===== config.mk =====
export PLATFORM = sky130hd
export DESIGN_NAME = button_reader_ci_flat
export DESIGN_NICKNAME = d
export VERILOG_FILES = /design/src/rtl/button_reader_pkg.sv /design/src/rtl/button_reader_ci_if.sv /design/src/rtl/button_debouncer.sv /design/src/rtl/button_reader_ci.sv /design/src/flat_wrapper.sv
export SDC_FILE = /design/constraint.sdc
export NUM_CORES = 1
export LEC_CHECK = 0
export ABC_AREA = 1
export CORE_ASPECT_RATIO = 1.5
export CORE_MARGIN = 2
export CORE_UTILIZATION = 25
export DETAILED_ROUTE_END_ITERATION = 10
export GPL_TIMING_DRIVEN = 0
export RECOVER_POWER = 25
export SETUP_SLACK_MARGIN = 0.4
export SYNTH_ARGS = -nofsm -noshare
export SYNTH_HDL_FRONTEND = slang
export SYNTH_SLANG_ARGS = --single-unit

===== constraint.sdc =====
create_clock -name clk -period 3.63 [get_ports clk]
set_input_delay 0.726 -clock clk [delete_from_list [all_inputs] [get_ports clk]]
set_output_delay 0.726 -clock clk [all_outputs]
set_load 0.01 [all_outputs]

===== src/rtl/button_reader_pkg.sv =====
`default_nettype none
// ============================================================================
// Module      : button_reader_pkg
// Description : Shared constants for the push-button reader custom
//               instruction: opcode encodings, FSM state encodings,
//               bus and press-counter widths.
// Revision    : 1.0  initial release
// ============================================================================
package button_reader_pkg;

    localparam int CI_DATA_W   = 32;
    localparam int PRESS_CNT_W = 8;

    // Operation select, taken from dataa[1:0] at start
    localparam logic [1:0] OP_READ_LEVEL  = 2'd0;
    localparam logic [1:0] OP_READ_FLAGS  = 2'd1;
    localparam logic [1:0] OP_CLEAR_FLAGS = 2'd2;
    localparam logic [1:0] OP_READ_COUNT  = 2'd3;

    // Handshake FSM states
    typedef logic [1:0] state_t;
    localparam state_t IDLE = 2'd0;
    localparam state_t EXEC = 2'd1;
    localparam state_t DONE = 2'd2;

endpackage
`default_nettype wire


===== src/rtl/button_reader_ci_if.sv =====
`default_nettype none
// ============================================================================
// Module      : button_reader_ci_if
// Description : Nios II multi-cycle custom-instruction bus.
//               master : CPU side   (drives clk_en, start, dataa, datab)
//               slave  : block side (drives done, result)
// Revision    : 1.0  initial release
// ============================================================================
interface button_reader_ci_if;
    import button_reader_pkg::*;

    logic                 clk_en;
    logic                 start;
    logic [CI_DATA_W-1:0] dataa;
    logic [CI_DATA_W-1:0] datab;
    logic                 done;
    logic [CI_DATA_W-1:0] result;

    modport master (
        output clk_en, start, dataa, datab,
        input  done, result
    );

    modport slave (
        input  clk_en, start, dataa, datab,
        output done, result
    );

endinterface
`default_nettype wire


===== src/rtl/button_debouncer.sv =====
`default_nettype none
// ============================================================================
// Module      : button_debouncer
// Description : One push-button: 2-flop synchronizer on the inverted raw
//               input, stability counter, debounced level and a one-cycle
//               press pulse on each accepted 0->1 transition.
// Ports       : clk, reset_n (async, active-low)
//               btn_n   raw asynchronous button, 0 = pressed
//               stable  debounced level, 1 = pressed
//               press   high in the cycle the stable level rises
// Revision    : 1.0  initial release
// ============================================================================
module button_debouncer #(
    parameter int DEBOUNCE_CYCLES = 50000
) (
    input  wire logic clk,
    input  wire logic reset_n,
    input  wire logic btn_n,
    output logic      stable,
    output logic      press
);

    localparam int             CNT_W      = $clog2(DEBOUNCE_CYCLES);
    localparam logic [CNT_W-1:0] C_CNT_LAST = CNT_W'(DEBOUNCE_CYCLES - 1);

    logic             r_sync0;
    logic             r_sync1;
    logic             r_stable;
    logic [CNT_W-1:0] r_cnt;
    logic             w_accept;

    // The synchronized level has differed from the stable level long enough
    assign w_accept = (r_sync1 != r_stable) && (r_cnt == C_CNT_LAST);

    always_ff @(posedge clk or negedge reset_n) begin
        if (!reset_n) begin
            r_sync0  <= 1'b0;
            r_sync1  <= 1'b0;
            r_stable <= 1'b0;
            r_cnt    <= '0;
        end else begin
            r_sync0 <= ~btn_n;
            r_sync1 <= r_sync0;
            if (r_sync1 == r_stable) begin
                r_cnt <= '0;
            end else if (w_accept) begin
                r_stable <= r_sync1;
                r_cnt    <= '0;
            end else begin
                r_cnt <= r_cnt + 1'b1;
            end
        end
    end

    // Pulse coincides with the edge that raises the stable level
    assign press  = w_accept && r_sync1;
    assign stable = r_stable;

endmodule
`default_nettype wire


===== src/rtl/button_reader_ci.sv =====
`default_nettype none
// ============================================================================
// Module      : button_reader_ci
// Description : Push-button reader custom instruction. Debounces the board
//               buttons, keeps sticky press flags and saturating press
//               counters, and serves READ_LEVEL / READ_FLAGS / CLEAR_FLAGS /
//               READ_COUNT over the start/done handshake (start->done = 2
//               enabled cycles).
// Ports       : clk, reset_n (async, active-low)
//               buttons_n  raw buttons, 0 = pressed
//               ci         custom-instruction bus (slave modport)
// Revision    : 1.0  initial release
// ============================================================================
module button_reader_ci
    import button_reader_pkg::*;
#(
    parameter int NUM_BUTTONS     = 4,
    parameter int DEBOUNCE_CYCLES = 50000
) (
    input  wire logic                   clk,
    input  wire logic                   reset_n,
    input  wire logic [NUM_BUTTONS-1:0] buttons_n,
    button_reader_ci_if.slave           ci
);

    localparam logic [PRESS_CNT_W-1:0] C_CNT_MAX = '1;

    logic [NUM_BUTTONS-1:0]                  w_stable;
    logic [NUM_BUTTONS-1:0]                  w_press;
    logic [NUM_BUTTONS-1:0]                  r_flag;
    logic [NUM_BUTTONS-1:0][PRESS_CNT_W-1:0] r_cnt;

    state_t                 r_state;
    logic [1:0]             r_op;
    logic [7:0]             r_operand;
    logic [CI_DATA_W-1:0]   r_result;

    logic                   w_exec;
    logic [2:0]             w_idx;
    logic [PRESS_CNT_W-1:0] w_cnt_sel;
    logic [CI_DATA_W-1:0]   w_result;
    logic [NUM_BUTTONS-1:0] w_clr_flag;
    logic [NUM_BUTTONS-1:0] w_clr_cnt;
    logic                   w_unused_bits;

    generate
        for (genvar gi = 0; gi < NUM_BUTTONS; gi++) begin : g_btn
            button_debouncer #(
                .DEBOUNCE_CYCLES (DEBOUNCE_CYCLES)
            ) u_debouncer (
                .clk     (clk),
                .reset_n (reset_n),
                .btn_n   (buttons_n[gi]),
                .stable  (w_stable[gi]),
                .press   (w_press[gi])
            );
        end
    endgenerate

    // ------------------------------------------------------------------
    // Handshake FSM
    // ------------------------------------------------------------------
    assign w_exec = ci.clk_en && (r_state == EXEC);

    always_ff @(posedge clk or negedge reset_n) begin
        if (!reset_n) begin
            r_state   <= IDLE;
            r_op      <= '0;
            r_operand <= '0;
            r_result  <= '0;
        end else if (ci.clk_en) begin
            case (r_state)
                IDLE: begin
                    if (ci.start) begin
                        r_op      <= ci.dataa[1:0];
                        r_operand <= ci.datab[7:0];
                        r_state   <= EXEC;
                    end
                end
                EXEC: begin
                    r_result <= w_result;
                    r_state  <= DONE;
                end
                DONE:    r_state <= IDLE;
                default: r_state <= IDLE;
            endcase
        end
    end

    assign ci.done   = (r_state == DONE);
    assign ci.result = r_result;

    // ------------------------------------------------------------------
    // Result mux and clear strobes. Indices at or above NUM_BUTTONS match
    // no button, so they read 0 and clear nothing.
    // ------------------------------------------------------------------
    assign w_idx = r_operand[2:0];

    always_comb begin
        w_cnt_sel = '0;
        w_clr_cnt = '0;
        for (int i = 0; i < NUM_BUTTONS; i++) begin
            if (w_idx == 3'(i)) begin
                w_cnt_sel    = r_cnt[i];
                w_clr_cnt[i] = w_exec && (r_op == OP_READ_COUNT);
            end
        end
    end

    assign w_clr_flag = (w_exec && (r_op == OP_CLEAR_FLAGS)) ?
                        r_operand[NUM_BUTTONS-1:0] : '0;

    always_comb begin
        w_result = '0;
        case (r_op)
            OP_READ_LEVEL:  w_result = CI_DATA_W'(w_stable);
            OP_READ_FLAGS:  w_result = CI_DATA_W'(r_flag);
            OP_CLEAR_FLAGS: w_result = CI_DATA_W'(r_flag);
            OP_READ_COUNT:  w_result = CI_DATA_W'(w_cnt_sel);
            default:        w_result = '0;
        endcase
    end

    // ------------------------------------------------------------------
    // Flags and counters run regardless of clk_en. A press landing on the
    // same edge as a clear takes priority over the clear.
    // ------------------------------------------------------------------
    always_ff @(posedge clk or negedge reset_n) begin
        if (!reset_n) begin
            r_flag <= '0;
            r_cnt  <= '0;
        end else begin
            for (int i = 0; i < NUM_BUTTONS; i++) begin
                if (w_press[i]) begin
                    r_flag[i] <= 1'b1;
                    if (r_cnt[i] != C_CNT_MAX)
                        r_cnt[i] <= r_cnt[i] + 1'b1;
                end else begin
                    if (w_clr_flag[i])
                        r_flag[i] <= 1'b0;
                    if (w_clr_cnt[i])
                        r_cnt[i] <= '0;
                end
            end
        end
    end

    // Operand bits with no meaning for this block
    assign w_unused_bits = ^{ci.dataa[CI_DATA_W-1:2], ci.datab[CI_DATA_W-1:8], r_operand};

endmodule
`default_nettype wire


===== src/flat_wrapper.sv =====
// flat-port wrapper written by rule: the top's interface ports become plain ports
module button_reader_ci_flat import button_reader_pkg::*;
#(
    parameter int NUM_BUTTONS     = 4,
    parameter int DEBOUNCE_CYCLES = 50000
)
  (clk, reset_n, buttons_n, ci_clk_en, ci_start, ci_dataa, ci_datab, ci_done, ci_result);
  button_reader_ci_if ci_i ();
  input  wire logic clk;
  input  wire logic reset_n;
  input  wire logic [NUM_BUTTONS-1:0] buttons_n;
  input wire logic [$bits(ci_i.clk_en)-1:0] ci_clk_en;
  input wire logic [$bits(ci_i.start)-1:0] ci_start;
  input wire logic [$bits(ci_i.dataa)-1:0] ci_dataa;
  input wire logic [$bits(ci_i.datab)-1:0] ci_datab;
  output wire logic [$bits(ci_i.done)-1:0] ci_done;
  output wire logic [$bits(ci_i.result)-1:0] ci_result;
  assign ci_i.clk_en = ci_clk_en;
  assign ci_i.start = ci_start;
  assign ci_i.dataa = ci_dataa;
  assign ci_i.datab = ci_datab;
  assign ci_done = ci_i.done;
  assign ci_result = ci_i.result;
  button_reader_ci #(.NUM_BUTTONS(NUM_BUTTONS), .DEBOUNCE_CYCLES(DEBOUNCE_CYCLES)) u_core (.clk(clk), .reset_n(reset_n), .buttons_n(buttons_n), .ci(ci_i));
endmodule

Word-level counts from Yosys, hierarchy flattened
Cells that the tools add are included.
Storage, ports and cells
  flip-flop bits (word level): 152
  bits of input ports: 72
  output and inout bits: 33
  word-level logic and storage cells: 147
Operators by class
  $add $sub $neg: 8
  equal/unequal tests: 29
  multiplexer cells: 40
  bitwise gates (word level): 8
  reduce and logical (&&, ||, !) cells: 34
Operators with widths (number)
  $mux W16: 8
  $mux W8: 16
  $pmux W32 S3: 1
  $add A16 B1 Y16 const B: 4
  $eq A16 B16 Y1 const B: 4
  $add A8 B1 Y8 const B: 4
  $ne A8 B8 Y1 const B: 4
  $reduce_and A2 Y1: 10
  $reduce_bool A2 Y1: 8
  $mux W1: 12
  $logic_and A1 B1 Y1: 11
  $ne A2 B1 Y1 const B: 4
  $not A1 Y1: 8
  $eq A2 B2 Y1 const B: 3
  $eq A3 B2 Y1 const B: 2
  $eq A1 B1 Y1: 4
  $eq A2 B1 Y1 const B: 2
  $logic_not A2 Y1: 2
  $mux W4: 1
  $ne A1 B1 Y1: 4
  $pmux W2 S2: 1
  $eq A3 B1 Y1 const B: 1
  $logic_not A3 Y1: 1
  $reduce_and A3 Y1: 1
  3 further kinds: 3

Logic depth before layout (Yosys ltp)
  word-level depth: 6
  gate-level depth with buffers: 10
  mapped depth without buffers: 10

Modules after synthesis
A second synthesis with hierarchy kept.
Second synthesis, totals
  cell total of the unflattened synthesis: 1000
  area total of the unflattened synthesis: 7459.7 um^2
By module, submodules not included
  button_debouncer: instances 4, cells an instance 139, area an instance 1057.3 um^2, sequential area each 475.5 um^2
  button_reader_ci: instances 1, cells an instance 444, area an instance 3230.6 um^2, sequential area each 1301.2 um^2

Worst setup path before layout
No wires, ideal clock.
  path kind: input port to flip-flop
  start: input port ci_clk_en
  end: register u_core.r_cnt[30] (netlist bit)
  library setup time: 0.118 ns
  arrival time: 1.472 ns
  required time: 3.512 ns
  slack: 2.040 ns
  stages: 7
  buffers on the path: 0
  cells stage by stage: nand2_1 -> nor2_1 -> nand2_1 -> nor2_1 -> nand2_2 -> nand3_1 -> nand2_1
Between the ends
  longest elaborated chain between the ends: 5
RTL lines
  start: declaration: line flat_wrapper.sv:12  | input wire logic [$bits(ci_i.clk_en)-1:0] ci_clk_en;
  $logic_and A1 B1 Y1: line button_reader_ci.sv:63  | assign w_exec = ci.clk_en && (r_state == EXEC);
  $logic_and A1 B1 Y1: line button_reader_ci.sv:105  | w_clr_cnt[i] = w_exec && (r_op == OP_READ_COUNT);
  $mux W1: line button_reader_ci.sv:103  | if (w_idx == 3'(i)) begin
  $reduce_bool A2 Y1 (no source line)
  $reduce_and A2 Y1 (no source line)
  end signal: indexed assignment: line button_reader_ci.sv:137  | r_cnt[i] <= r_cnt[i] + 1'b1;
  end: declaration: line button_reader_ci.sv:31  | logic [NUM_BUTTONS-1:0][PRESS_CNT_W-1:0] r_cnt;
No other way between the ends.
A chain may end at the register's enable or synchronous reset.

Worst setup path in the final report
  start: register u_core.r_state[0]
  end: output port ci_done
Between the ends
  longest elaborated chain between the ends: 1
RTL lines
  start: declaration: line button_reader_ci.sv:33  | state_t r_state;
  start signal: assignment: line button_reader_ci.sv:67  | r_state <= IDLE;
  start signal: assignment: line button_reader_ci.sv:77  | r_state <= EXEC;
  start signal: assignment: line button_reader_ci.sv:82  | r_state <= DONE;
  $eq A2 B2 Y1: line button_reader_ci.sv:90  | assign ci.done = (r_state == DONE);
  end: declaration: line flat_wrapper.sv:16  | output wire logic [$bits(ci_i.done)-1:0] ci_done;
No other way between the ends.

==> metrics <==
run status finished with violations; failing checks max-capacitance violations, max-slew violations; largest family of logic cells by synthesized area simple AND/OR/NAND/NOR gates; Seq/Total Area, Yosys 0.4257; # nets final 1160; max_slew headroom -0.08313; min Tclk post-route 2.209 ns; CORE AREA 0.02958 mm^2; dpl cell area 0.008353 mm^2; Antenna diodes 0; f_max 452.7 MHz; Routed WL 17790 um; final setup vio count 0; critical path class reg2out; final period utilization 0.6086; adder-cell share of the synthesized area 0.01829; Die ar. 0.03153 mm^2; XOR/XNOR Fraction of Synth Area 0.04291; # DRC 0; nature of the critical path startpoint register; Max stage delay on crit path 0.55 ns; compound-gate portion of the synthesized area 0.04590; Max IR drop VDD 332.5 uV; commonest non-fill, non-tap cell in the layout nand2_1; pre-CTS setup slack 1.120 ns; DP Cell Count 1453; Die Y 216.5 um; Yosys reg bits 128; detailed-route via count 6539; final hold slack 0.3493 ns; fraction of registers with async set/reset 1.000; setup tns final 0 ns; Design Power 4.082 mW; share of layout cells above drive strength 1 0.09467; CP Max Fanout 3; Main synth FF type dfrtp_1; Simple-Gate Fraction of Synth Area 0.3745; EDFF count, synth 0; Fill cells 3149; Hold Crit Class reg2reg; Final WS setup 1.421 ns; synthesis-to-finish area growth 18.49%; Post-CTS Setup Inserts 0; Finished Layout Cells 1483; Post-Syn Instances 1012; Die W 145.6 um; Final Util 0.3014; routability-driven placement congestion ratio 0.8817; synthesized area per cell 7.434 um^2; cts repair resizes 0; required time worst endpoint 2.90 ns; initial antenna violation count 0; clock tree buffer depth 2; Mapped Area 0.007523 mm^2; CTS root buffer clkbuf_16; H-tree levels 4; count of pins over their slew limit 62; Crit-path slowest cell clkdlybuf4s50_1; Max Cap Violations 1; I/O Pins 105; DRT iter0 DRCs 295; vias per cell 4.409; Initial Utilization 0.2544; worst-path cell chain nor2_1 -> clkdlybuf4s50_1; Hold-fix buffers, CTS 0; Detail Route Antenna Nets 0; largest net degree at the start of global routing 68; clk_skew 0.007453 ns; post-synthesis mux area share 0; Final Hold Fails 0; design area 0.008915 mm^2; Total Routing Usage GR 0.1166; most frequent cells in the layout nand2_1 (241), nor2_1 (155), dfrtp_1 (128); wire per inst 12.00 um; vias in the first global route 6364; first-pass GRT wire length 30140 um; hpwl dp 13340 um; pwr/cell area 457.9 mW/mm^2; P_leak 4.159 nW; clk_lat worst skew 0.42 ns; Syn. warnings 0; CP Data Arrival Time 1.48 ns; Std-Cell Rows 77; DRT Pass-1 Iters 5; Crit. End Element output pin; TritonCTS buffer count 17; CP delay by family, top buffers and inverters; # port buffers 22; remaining global-route overflow 0; CTS tree built; Yosys cell types 41; Sink Count 128; RSZ-0062 raised after global routing false; Worst-Margin Slew 1.625 ns; Clk pin slew, worst setup/hold paths 0.06 ns; worst path bufs/invs 1
-- where the power goes --
group / total, mW / internal, mW / switching [mW]
Sequential: 1.76 / 1.60 / 0.160
Combinational: 0.682 / 0.290 / 0.392
Clock: 1.64 / 1.04 / 0.603
-- area by class of cell --
cell class / instances / area, um^2 / share of cell area
buffer: 29 / 201.4 / 0.02260
clock buffer: 25 / 515.5 / 0.05782
clock inverter: 5 / 52.55 / 0.005895
inverter: 131 / 491.7 / 0.05516
multi-input combinational: 747 / 3714 / 0.4166
sequential: 128 / 3203 / 0.3593
tap: 395 / 494.2 / 0.05544
timing repair buffer: 23 / 242.7 / 0.02723
-- final timing paths --
kind / slack [ns] / end / startpoint / depth (start not counted)
max in group asynchronous: 1.91 / u_core.r_operand[1]$_DFFE_PN0P_ / reset_n / 2
min in group asynchronous: 0.70 / u_core.g_btn[0].u_debouncer.r_cnt[8]$_DFF_PN0_ / reset_n / 1
hold / removal: 0.35 / u_core.g_btn[1].u_debouncer.r_sync1$_DFF_PN0_ / u_core.g_btn[1].u_debouncer.r_sync0$_DFF_PN0_ / 0
setup / recovery: 1.42 / ci_done / u_core.r_state[0]$_DFFE_PN0P_ / 2
hold reg to reg: 0.35 / u_core.g_btn[1].u_debouncer.r_sync1$_DFF_PN0_ / u_core.g_btn[1].u_debouncer.r_sync0$_DFF_PN0_ / 0
setup reg to reg: 1.89 / u_core.r_cnt[8]$_DFFE_PN0P_ / u_core.g_btn[1].u_debouncer.r_cnt[0]$_DFF_PN0_ / 10
-- logic make-up after synthesis --
| family | Yosys count |
|---|---|
| xor gates and xnor gates | 36 |
| DFF | 128 |
| other | 1 |
| buffers and inverters | 160 |
| AOI/OAI and AO/OA | 60 |
| adders and majority gates | 11 |
| and+or+nand+nor | 616 |
-- layer usage --
layer  track usage  wire length, um  vias up
met5             0                0        -
met4       0.05131              450        0
met3       0.02632              646       35
met2        0.2167             9486      114
met1        0.1258             7206     3066
li1              -                -     3324
-- sequential cells by signal, indices dropped and copies added, names as in the netlist --
name,flops
u_core.r_flag,4
u_core.r_operand,4
u_core.g_btn.u_debouncer.r_sync0,4
u_core.g_btn.u_debouncer.r_sync1,4
u_core.r_op,2
u_core.g_btn.u_debouncer.r_cnt,64
u_core.r_cnt,32
u_core.r_state,2
u_core.ci.result,8
u_core.g_btn.u_debouncer.stable,4
-- synthesized netlist by cell type, drive strengths merged, types with 4 or more instances --
cell type	count	area share
buf	26	0.025
nand4	29	0.031
or2	12	0.010
nand3b	5	0.0050
a21oi	23	0.017
o211ai	5	0.0050
xor2	32	0.038
o21ai	25	0.017
dfrtp	128	0.43
nor2	165	0.091
nand3	112	0.078
xnor2	4	0.0047
nor3b	5	0.0050
nand2	250	0.13
nor3	31	0.021
ha	11	0.018
inv	130	0.065
No activity file was read; power rests on OpenSTA's default activity.
